===== src/rtl/text_console_writer_if.sv =====
// Write-only bus from the console writer to the text-mode screenbuffer.
// Master holds addr/wdata/wmask/wen until the slave returns ready.
interface text_console_writer_if;
    logic [31:0] addr;
    logic [31:0] wdata;
    logic [3:0]  wmask;
    logic        wen;
    logic        ready;

    modport master (output addr, output wdata, output wmask, output wen, input ready);
    modport slave  (input addr, input wdata, input wmask, input wen, output ready);
endinterface


===== src/rtl/text_console_writer.sv =====
// Console byte stream to 80x30 text screenbuffer writer: cursor tracking,
// CR/LF/BS/FF handling, right-edge wrap and ring scroll with row clear.
module text_console_writer #(
    parameter logic [31:0] SCREENBUFFER_BASE_ADDR = 32'h10000,
    parameter int unsigned COLS                   = 80,
    parameter int unsigned ROWS                   = 30,
    parameter logic [7:0]  CLEAR_CHAR             = 8'h20
) (
    input  logic                        clk,
    input  logic                        rst_n,
    input  logic [7:0]                  char_in,
    input  logic                        char_valid,
    output logic                        char_ready,
    text_console_writer_if.master       bus,
    output logic [6:0]                  cursor_col,
    output logic [4:0]                  cursor_row,
    output logic                        busy
);

    localparam int unsigned IDX_W        = $clog2(COLS * ROWS);
    localparam int unsigned LINE_WORDS   = COLS / 4;
    localparam int unsigned SCREEN_WORDS = (COLS * ROWS) / 4;
    localparam int unsigned WCNT_W       = $clog2(SCREEN_WORDS);
    localparam logic [WCNT_W-1:0] LINE_LAST   = WCNT_W'(LINE_WORDS - 1);
    localparam logic [WCNT_W-1:0] SCREEN_LAST = WCNT_W'(SCREEN_WORDS - 1);

    typedef enum logic [1:0] {
        S_IDLE,
        S_WRITE_CHAR,
        S_CLEAR_LINE,
        S_CLEAR_SCREEN
    } state_t;

    state_t              state_q, state_d;
    logic [6:0]          col_q, col_d;
    logic [4:0]          row_q, row_d;
    logic [IDX_W-1:0]    idx_q, idx_d;
    logic [IDX_W-1:0]    row_base_q, row_base_d;
    logic [WCNT_W-1:0]   wcnt_q, wcnt_d;
    logic                adv_q, adv_d;
    logic [31:0]         addr_q, addr_d;
    logic [31:0]         wdata_q, wdata_d;
    logic [3:0]          wmask_q, wmask_d;
    logic                wen_q, wen_d;
    logic                char_ready_q, char_ready_d;
    logic                busy_q, busy_d;

    logic                accept, wr_done, row_adv, at_last_row, issue;
    logic [31:0]         issue_addr, issue_data, clr_base;
    logic [3:0]          issue_mask;
    logic [WCNT_W-1:0]   clr_last;
    logic [4:0]          row_nxt;
    logic [IDX_W-1:0]    rb_nxt;

    assign bus.addr   = addr_q;
    assign bus.wdata  = wdata_q;
    assign bus.wmask  = wmask_q;
    assign bus.wen    = wen_q;
    assign char_ready = char_ready_q;
    assign cursor_col = col_q;
    assign cursor_row = row_q;
    assign busy       = busy_q;

    always_ff @(posedge clk or negedge rst_n) begin
        if (!rst_n) begin
            state_q      <= S_CLEAR_SCREEN;
            col_q        <= '0;
            row_q        <= '0;
            idx_q        <= '0;
            row_base_q   <= '0;
            wcnt_q       <= '0;
            adv_q        <= 1'b0;
            addr_q       <= '0;
            wdata_q      <= '0;
            wmask_q      <= '0;
            wen_q        <= 1'b0;
            char_ready_q <= 1'b0;
            busy_q       <= 1'b1;
        end else begin
            state_q      <= state_d;
            col_q        <= col_d;
            row_q        <= row_d;
            idx_q        <= idx_d;
            row_base_q   <= row_base_d;
            wcnt_q       <= wcnt_d;
            adv_q        <= adv_d;
            addr_q       <= addr_d;
            wdata_q      <= wdata_d;
            wmask_q      <= wmask_d;
            wen_q        <= wen_d;
            char_ready_q <= char_ready_d;
            busy_q       <= busy_d;
        end
    end

    // Next-state, cursor and bus-request logic; a new write is launched via 'issue'.
    always_comb begin
        state_d    = state_q;
        col_d      = col_q;
        row_d      = row_q;
        idx_d      = idx_q;
        row_base_d = row_base_q;
        wcnt_d     = wcnt_q;
        adv_d      = adv_q;
        addr_d     = addr_q;
        wdata_d    = wdata_q;
        wmask_d    = wmask_q;
        wen_d      = wen_q;
        issue      = 1'b0;
        issue_addr = '0;
        issue_data = '0;
        issue_mask = '0;
        row_adv    = 1'b0;

        accept      = char_valid & char_ready_q;
        wr_done     = wen_q & bus.ready;
        at_last_row = (row_q == 5'(ROWS - 1));
        row_nxt     = at_last_row ? '0 : row_q + 5'd1;
        rb_nxt      = at_last_row ? '0 : row_base_q + IDX_W'(COLS);
        clr_base    = (state_q == S_CLEAR_LINE) ? SCREENBUFFER_BASE_ADDR + 32'(row_base_q)
                                                : SCREENBUFFER_BASE_ADDR;
        clr_last    = (state_q == S_CLEAR_LINE) ? LINE_LAST : SCREEN_LAST;

        case (state_q)
            S_IDLE: begin
                if (accept) begin
                    if (char_in >= 8'h20 && char_in != 8'h7F) begin
                        issue      = 1'b1;
                        issue_addr = SCREENBUFFER_BASE_ADDR + 32'(idx_q);
                        issue_data = {4{char_in}};
                        issue_mask = 4'b0001 << idx_q[1:0];
                        adv_d      = 1'b1;
                        state_d    = S_WRITE_CHAR;
                    end else begin
                        case (char_in)
                            8'h0D: begin
                                col_d = '0;
                                idx_d = row_base_q;
                            end
                            8'h0A: row_adv = 1'b1;
                            8'h08: begin
                                if (col_q != '0) begin
                                    col_d      = col_q - 7'd1;
                                    idx_d      = idx_q - IDX_W'(1);
                                    issue      = 1'b1;
                                    issue_addr = SCREENBUFFER_BASE_ADDR + 32'(idx_d);
                                    issue_data = {4{CLEAR_CHAR}};
                                    issue_mask = 4'b0001 << idx_d[1:0];
                                    adv_d      = 1'b0;
                                    state_d    = S_WRITE_CHAR;
                                end
                            end
                            8'h0C: begin
                                col_d      = '0;
                                row_d      = '0;
                                idx_d      = '0;
                                row_base_d = '0;
                                wcnt_d     = '0;
                                state_d    = S_CLEAR_SCREEN;
                            end
                            default: ;
                        endcase
                    end
                end
            end
            S_WRITE_CHAR: begin
                if (wr_done) begin
                    wen_d = 1'b0;
                    if (adv_q && col_q == 7'(COLS - 1)) begin
                        row_adv = 1'b1;
                    end else begin
                        if (adv_q) begin
                            col_d = col_q + 7'd1;
                            idx_d = idx_q + IDX_W'(1);
                        end
                        state_d = S_IDLE;
                    end
                end
            end
            S_CLEAR_LINE, S_CLEAR_SCREEN: begin
                // First word launches from an idle bus; the rest follow back-to-back.
                if (!wen_q) begin
                    issue      = 1'b1;
                    issue_addr = clr_base + (32'(wcnt_q) << 2);
                    issue_data = {4{CLEAR_CHAR}};
                    issue_mask = 4'hF;
                end else if (wr_done) begin
                    if (wcnt_q == clr_last) begin
                        wen_d   = 1'b0;
                        state_d = S_IDLE;
                    end else begin
                        wcnt_d = wcnt_q + WCNT_W'(1);
                        addr_d = addr_q + 32'd4;
                    end
                end
            end
            default: state_d = S_IDLE;
        endcase

        if (row_adv) begin
            col_d      = '0;
            row_d      = row_nxt;
            row_base_d = rb_nxt;
            idx_d      = rb_nxt;
            wcnt_d     = '0;
            state_d    = S_CLEAR_LINE;
        end

        if (issue) begin
            addr_d  = issue_addr;
            wdata_d = issue_data;
            wmask_d = issue_mask;
            wen_d   = 1'b1;
        end

        char_ready_d = (state_d == S_IDLE);
        busy_d       = (state_d != S_IDLE);
    end

endmodule


===== src/flat_wrapper.sv =====
// flat-port wrapper written by rule: the top's interface ports become plain ports
module text_console_writer_flat 
#(
    parameter logic [31:0] SCREENBUFFER_BASE_ADDR = 32'h10000,
    parameter int unsigned COLS                   = 80,
    parameter int unsigned ROWS                   = 30,
    parameter logic [7:0]  CLEAR_CHAR             = 8'h20
)
  (clk, rst_n, char_in, char_valid, char_ready, cursor_col, cursor_row, busy, bus_addr, bus_wdata, bus_wmask, bus_wen, bus_ready);
  text_console_writer_if bus_i ();
  input  logic clk;
  input  logic rst_n;
  input  logic [7:0] char_in;
  input  logic char_valid;
  output logic char_ready;
  output logic [6:0] cursor_col;
  output logic [4:0] cursor_row;
  output logic busy;
  output wire logic [$bits(bus_i.addr)-1:0] bus_addr;
  output wire logic [$bits(bus_i.wdata)-1:0] bus_wdata;
  output wire logic [$bits(bus_i.wmask)-1:0] bus_wmask;
  output wire logic [$bits(bus_i.wen)-1:0] bus_wen;
  input wire logic [$bits(bus_i.ready)-1:0] bus_ready;
  assign bus_addr = bus_i.addr;
  assign bus_wdata = bus_i.wdata;
  assign bus_wmask = bus_i.wmask;
  assign bus_wen = bus_i.wen;
  assign bus_i.ready = bus_ready;
  text_console_writer #(.SCREENBUFFER_BASE_ADDR(SCREENBUFFER_BASE_ADDR), .COLS(COLS), .ROWS(ROWS), .CLEAR_CHAR(CLEAR_CHAR)) u_core (.clk(clk), .rst_n(rst_n), .char_in(char_in), .char_valid(char_valid), .char_ready(char_ready), .bus(bus_i), .cursor_col(cursor_col), .cursor_row(cursor_row), .busy(busy));
endmodule

===== config.mk =====
export PLATFORM = sky130hd
export DESIGN_NAME = text_console_writer_flat
export DESIGN_NICKNAME = d
export VERILOG_FILES = /design/src/rtl/text_console_writer_if.sv /design/src/rtl/text_console_writer.sv /design/src/flat_wrapper.sv
export SDC_FILE = /design/constraint.sdc
export NUM_CORES = 1
export LEC_CHECK = 0
export CORE_UTILIZATION = 32
export DETAILED_ROUTE_END_ITERATION = 10
export PLACE_DENSITY_LB_ADDON = 0.2
export SETUP_SLACK_MARGIN = 0.02
export SLEW_MARGIN = 20
export SYNTH_ARGS = -nofsm -noshare
export SYNTH_HDL_FRONTEND = slang
export SYNTH_SLANG_ARGS = --single-unit

===== constraint.sdc =====
create_clock -name clk -period 3.6 [get_ports clk]
set_input_delay 0.54 -clock clk [delete_from_list [all_inputs] [get_ports clk]]
set_output_delay 0.54 -clock clk [all_outputs]
set_load 0.01 [all_outputs]

==> flow_summary.json <==
{
  "irDropWorstVdd_mv": 0.230,
  "yosysUniqueCellTypes": 72,
  "wl_per_cell_um": 18.6,
  "die_w_um": 146,
  "period_share": 0.881,
  "clkTransAtPathRegs_ns": 0.07,
  "vias": 6165,
  "synth.area.top_cells": "dfrtp_1 (35%), o21ai_0 (4.6%), ha_1 (4.4%)",
  "finalHoldViolations": 0,
  "ys_ff_latch": 96,
  "tightest_slew_ns": 1.05,
  "place_hpwl_um": 15300,
  "run_status": "finished clean",
  "synth_sequential_area_ratio": 0.364,
  "setup_violations": 0,
  "die_y_um": 146,
  "fin_nets": 872,
  "clockBufferDepth": 2,
  "syn2layout_area_growth_pct": 22.3,
  "p_int_uw": 2540,
  "ant_nets": 0,
  "cap_violations": 0,
  "hold_class": "in -> async",
  "grtUsageTotal": 0.197,
  "power_frac_clock": 0.240,
  "portBuffers": 94,
  "p_seq_frac": 0.373,
  "cpPeakStageDelay_ns": 0.60,
  "final_cell_mix": "clkdlybuf4s50_1 (93), dfrtp_1 (93), nand2_1 (69)",
  "crit_slowest_cell": "nor2b_1",
  "diodes": 0,
  "cts_hold_buffers": 0,
  "yosysTopAreaCell": "dfrtp_1",
  "cts_resized": 0,
  "drtIter0Drc": 628,
  "rsz0062_at_grt": "no",
  "path_class": "reg -> reg",
  "synth_warnings": 0,
  "antenna_found_initial": 0,
  "synthArstFlopShare": 1.00,
  "synth_top_area_share": 0.352,
  "slew_violations": 0,
  "h-tree-depth": 3,
  "vias_per_cell": 5.55,
  "root_buffer": "clkbuf_16",
  "ios": 95,
  "power_density_nw_per_um2": 501,
  "crit_path_start_kind": "register",
  "ys.flop_type": "dfrtp_1",
  "power.switching_uw": 1510,
  "dpl_worst_slack_ns": 0.335,
  "initial_core_util": 0.326,
  "cp_top_family": "simple AND/OR/NAND/NOR gates",
  "grt_pass1_wl_um": 32800,
  "netlist_area_um2": 6600,
  "period_needed_ns": 3.17,
  "critPathArrivalTime_ns": 3.44,
  "fmaxAchievable_mhz": 315,
  "fp.dieArea_um2": 21200,
  "worstPathCellList": "nor2b_1, and2_1, ha_1, a211oi_1, o21ai_0, a31o_2, nor4_1, o22ai_1, o211ai_1",
  "drive_gt1_frac": 0.0820,
  "syn_area_per_cell_um2": 8.61,
  "cts_tree": "done",
  "highest-signal-layer": "met4",
  "combPwrFrac": 0.387,
  "numCtsBuffers": 9,
  "grt_pass1_vias": 5665,
  "met3_length_um": 1260,
  "wl_met2_um": 8820,
  "skew_ns": 0.00969,
  "swShare": 0.372,
  "post_cts_buffers": 0,
  "crit_fanout": 11,
  "grt_overflow_total": 0,
  "worst_slack_ns": 0.429,
  "drt-total-wl_um": 20700,
  "met1_length_um": 10400,
  "syn_inst": 767,
  "required_ns": 3.87,
  "syn_nets": 803,
  "coreArea_um2": 20200,
  "slew_headroom": 0.296,
  "fp-row-count": 52,
  "clkSinkCount": 96,
  "endpoint_kind": "register",
  "path_buf_inv": 0,
  "firstDrtPassIters": 5,
  "place.gp.congestion": 0.891,
  "leakage_uw": 0.00338,
  "n_fill_cell": 2071,
  "setup-tns-final_ns": 0,
  "drc_errors": 0,
  "worstSkewPairLatency_ns": 0.35,
  "synth_edf_count": 0,
  "grt_start_max_net_pins": 50
}
path summary, 6_finish.rpt:
path / from / endpoint / slack [ns] / cells past startpoint
hold / removal: rst_n / u_core.bus.addr[22]$_DFFE_PN0P_ / 0.21 / 1
hold reg to reg: u_core.bus.wmask[2]$_DFFE_PN0N_ / u_core.bus.wmask[2]$_DFFE_PN0N_ / 0.51 / 2
max in group asynchronous: rst_n / u_core.state_q[0]$_DFF_PN1_ / 2.63 / 2
setup reg to reg: u_core.state_q[1]$_DFF_PN1_ / u_core.bus.addr[9]$_DFFE_PN0P_ / 0.43 / 9
setup / recovery: u_core.state_q[1]$_DFF_PN1_ / u_core.bus.addr[9]$_DFFE_PN0P_ / 0.43 / 9
min in group clk: u_core.bus.wmask[2]$_DFFE_PN0N_ / u_core.bus.wmask[2]$_DFFE_PN0N_ / 0.51 / 2
sequential cells by signal, indices dropped and copies added (netlist names):
signal and cells:
u_core.bus.addr 32, u_core.idx_q 12, u_core.row_base_q 12, u_core.wcnt_q 10, u_core.bus.wdata 8, u_core.cursor_col 7
u_core.cursor_row 5, u_core.bus.wmask 4, u_core.state_q 2, u_core.adv_q 1, u_core.bus.wen 1, u_core.busy 1
u_core.char_ready 1
cells by family (layout without fill, tap and decap cells):
| logic type | after synthesis | count (layout) | synth area share |
|---|---|---|---|
| mux | 11 | 11 | 0.0174 |
| fa+ha+maj | 24 | 24 | 0.0466 |
| compound gates | 208 | 208 | 0.209 |
| simple gates | 299 | 299 | 0.240 |
| buf+inv | 82 | 156 | 0.0606 |
| flops | 96 | 96 | 0.364 |
| xor+xnor | 47 | 47 | 0.0623 |
layer usage:
metal | track usage | up-vias
met1 | 0.301 | 2994
met5 | 0 | -
li1 | - | 2951
met2 | 0.284 | 207
met3 | 0.0408 | 13
met4 | 0.0384 | 0
power groups by stage:
stage	clock network (uW)	registers (uW)	logic, uW
final	969	1510	1570
after global placement	0	1530	1570
after global routing	1040	1550	1700
after CTS	992	1510	1580
after floorplan	0	1500	891
after detailed placement	0	1530	1570
cells in the mapped netlist, types with 9 or more instances:
master / number
nor4_1: 9
nand4_1: 25
inv_1: 17
and3_1: 12
a221oi_1: 11
clkbuf_1: 36
nor3_1: 21
nor2_1: 56
xor2_1: 30
o31ai_1: 10
nand3_1: 30
ha_1: 23
xnor2_1: 17
dfrtp_1: 93
buf_4: 24
o211ai_1: 11
a21oi_1: 37
o21ai_0: 61
nand2b_1: 9
and2_1: 21
nand2_1: 69
through the flow:
stage	utilization	instance area (um2)	total power, uW	instances	hold WS (ns)
floorplan	-	6600	2390	767	0.244
global placement	0.385	7780	3100	1095	0.504
detailed placement	0.385	7780	3090	1095	0.508
CTS	0.399	8080	4080	1111	0.242
global route	0.399	8080	4280	1111	0.253
finish	0.399	8080	4050	1111	0.206
area by class of cell:
type                       count  area [um2]  share of cell area
tap                          270         338              0.0418
clock buffer                  11         233              0.0288
inverter                      17        63.8             0.00790
multi-input combinational    589        3810               0.472
clock inverter                 5        57.6             0.00713
sequential                    96        2410               0.298
timing repair buffer         123        1170               0.145
No activity file was read; power rests on OpenSTA's default activity.
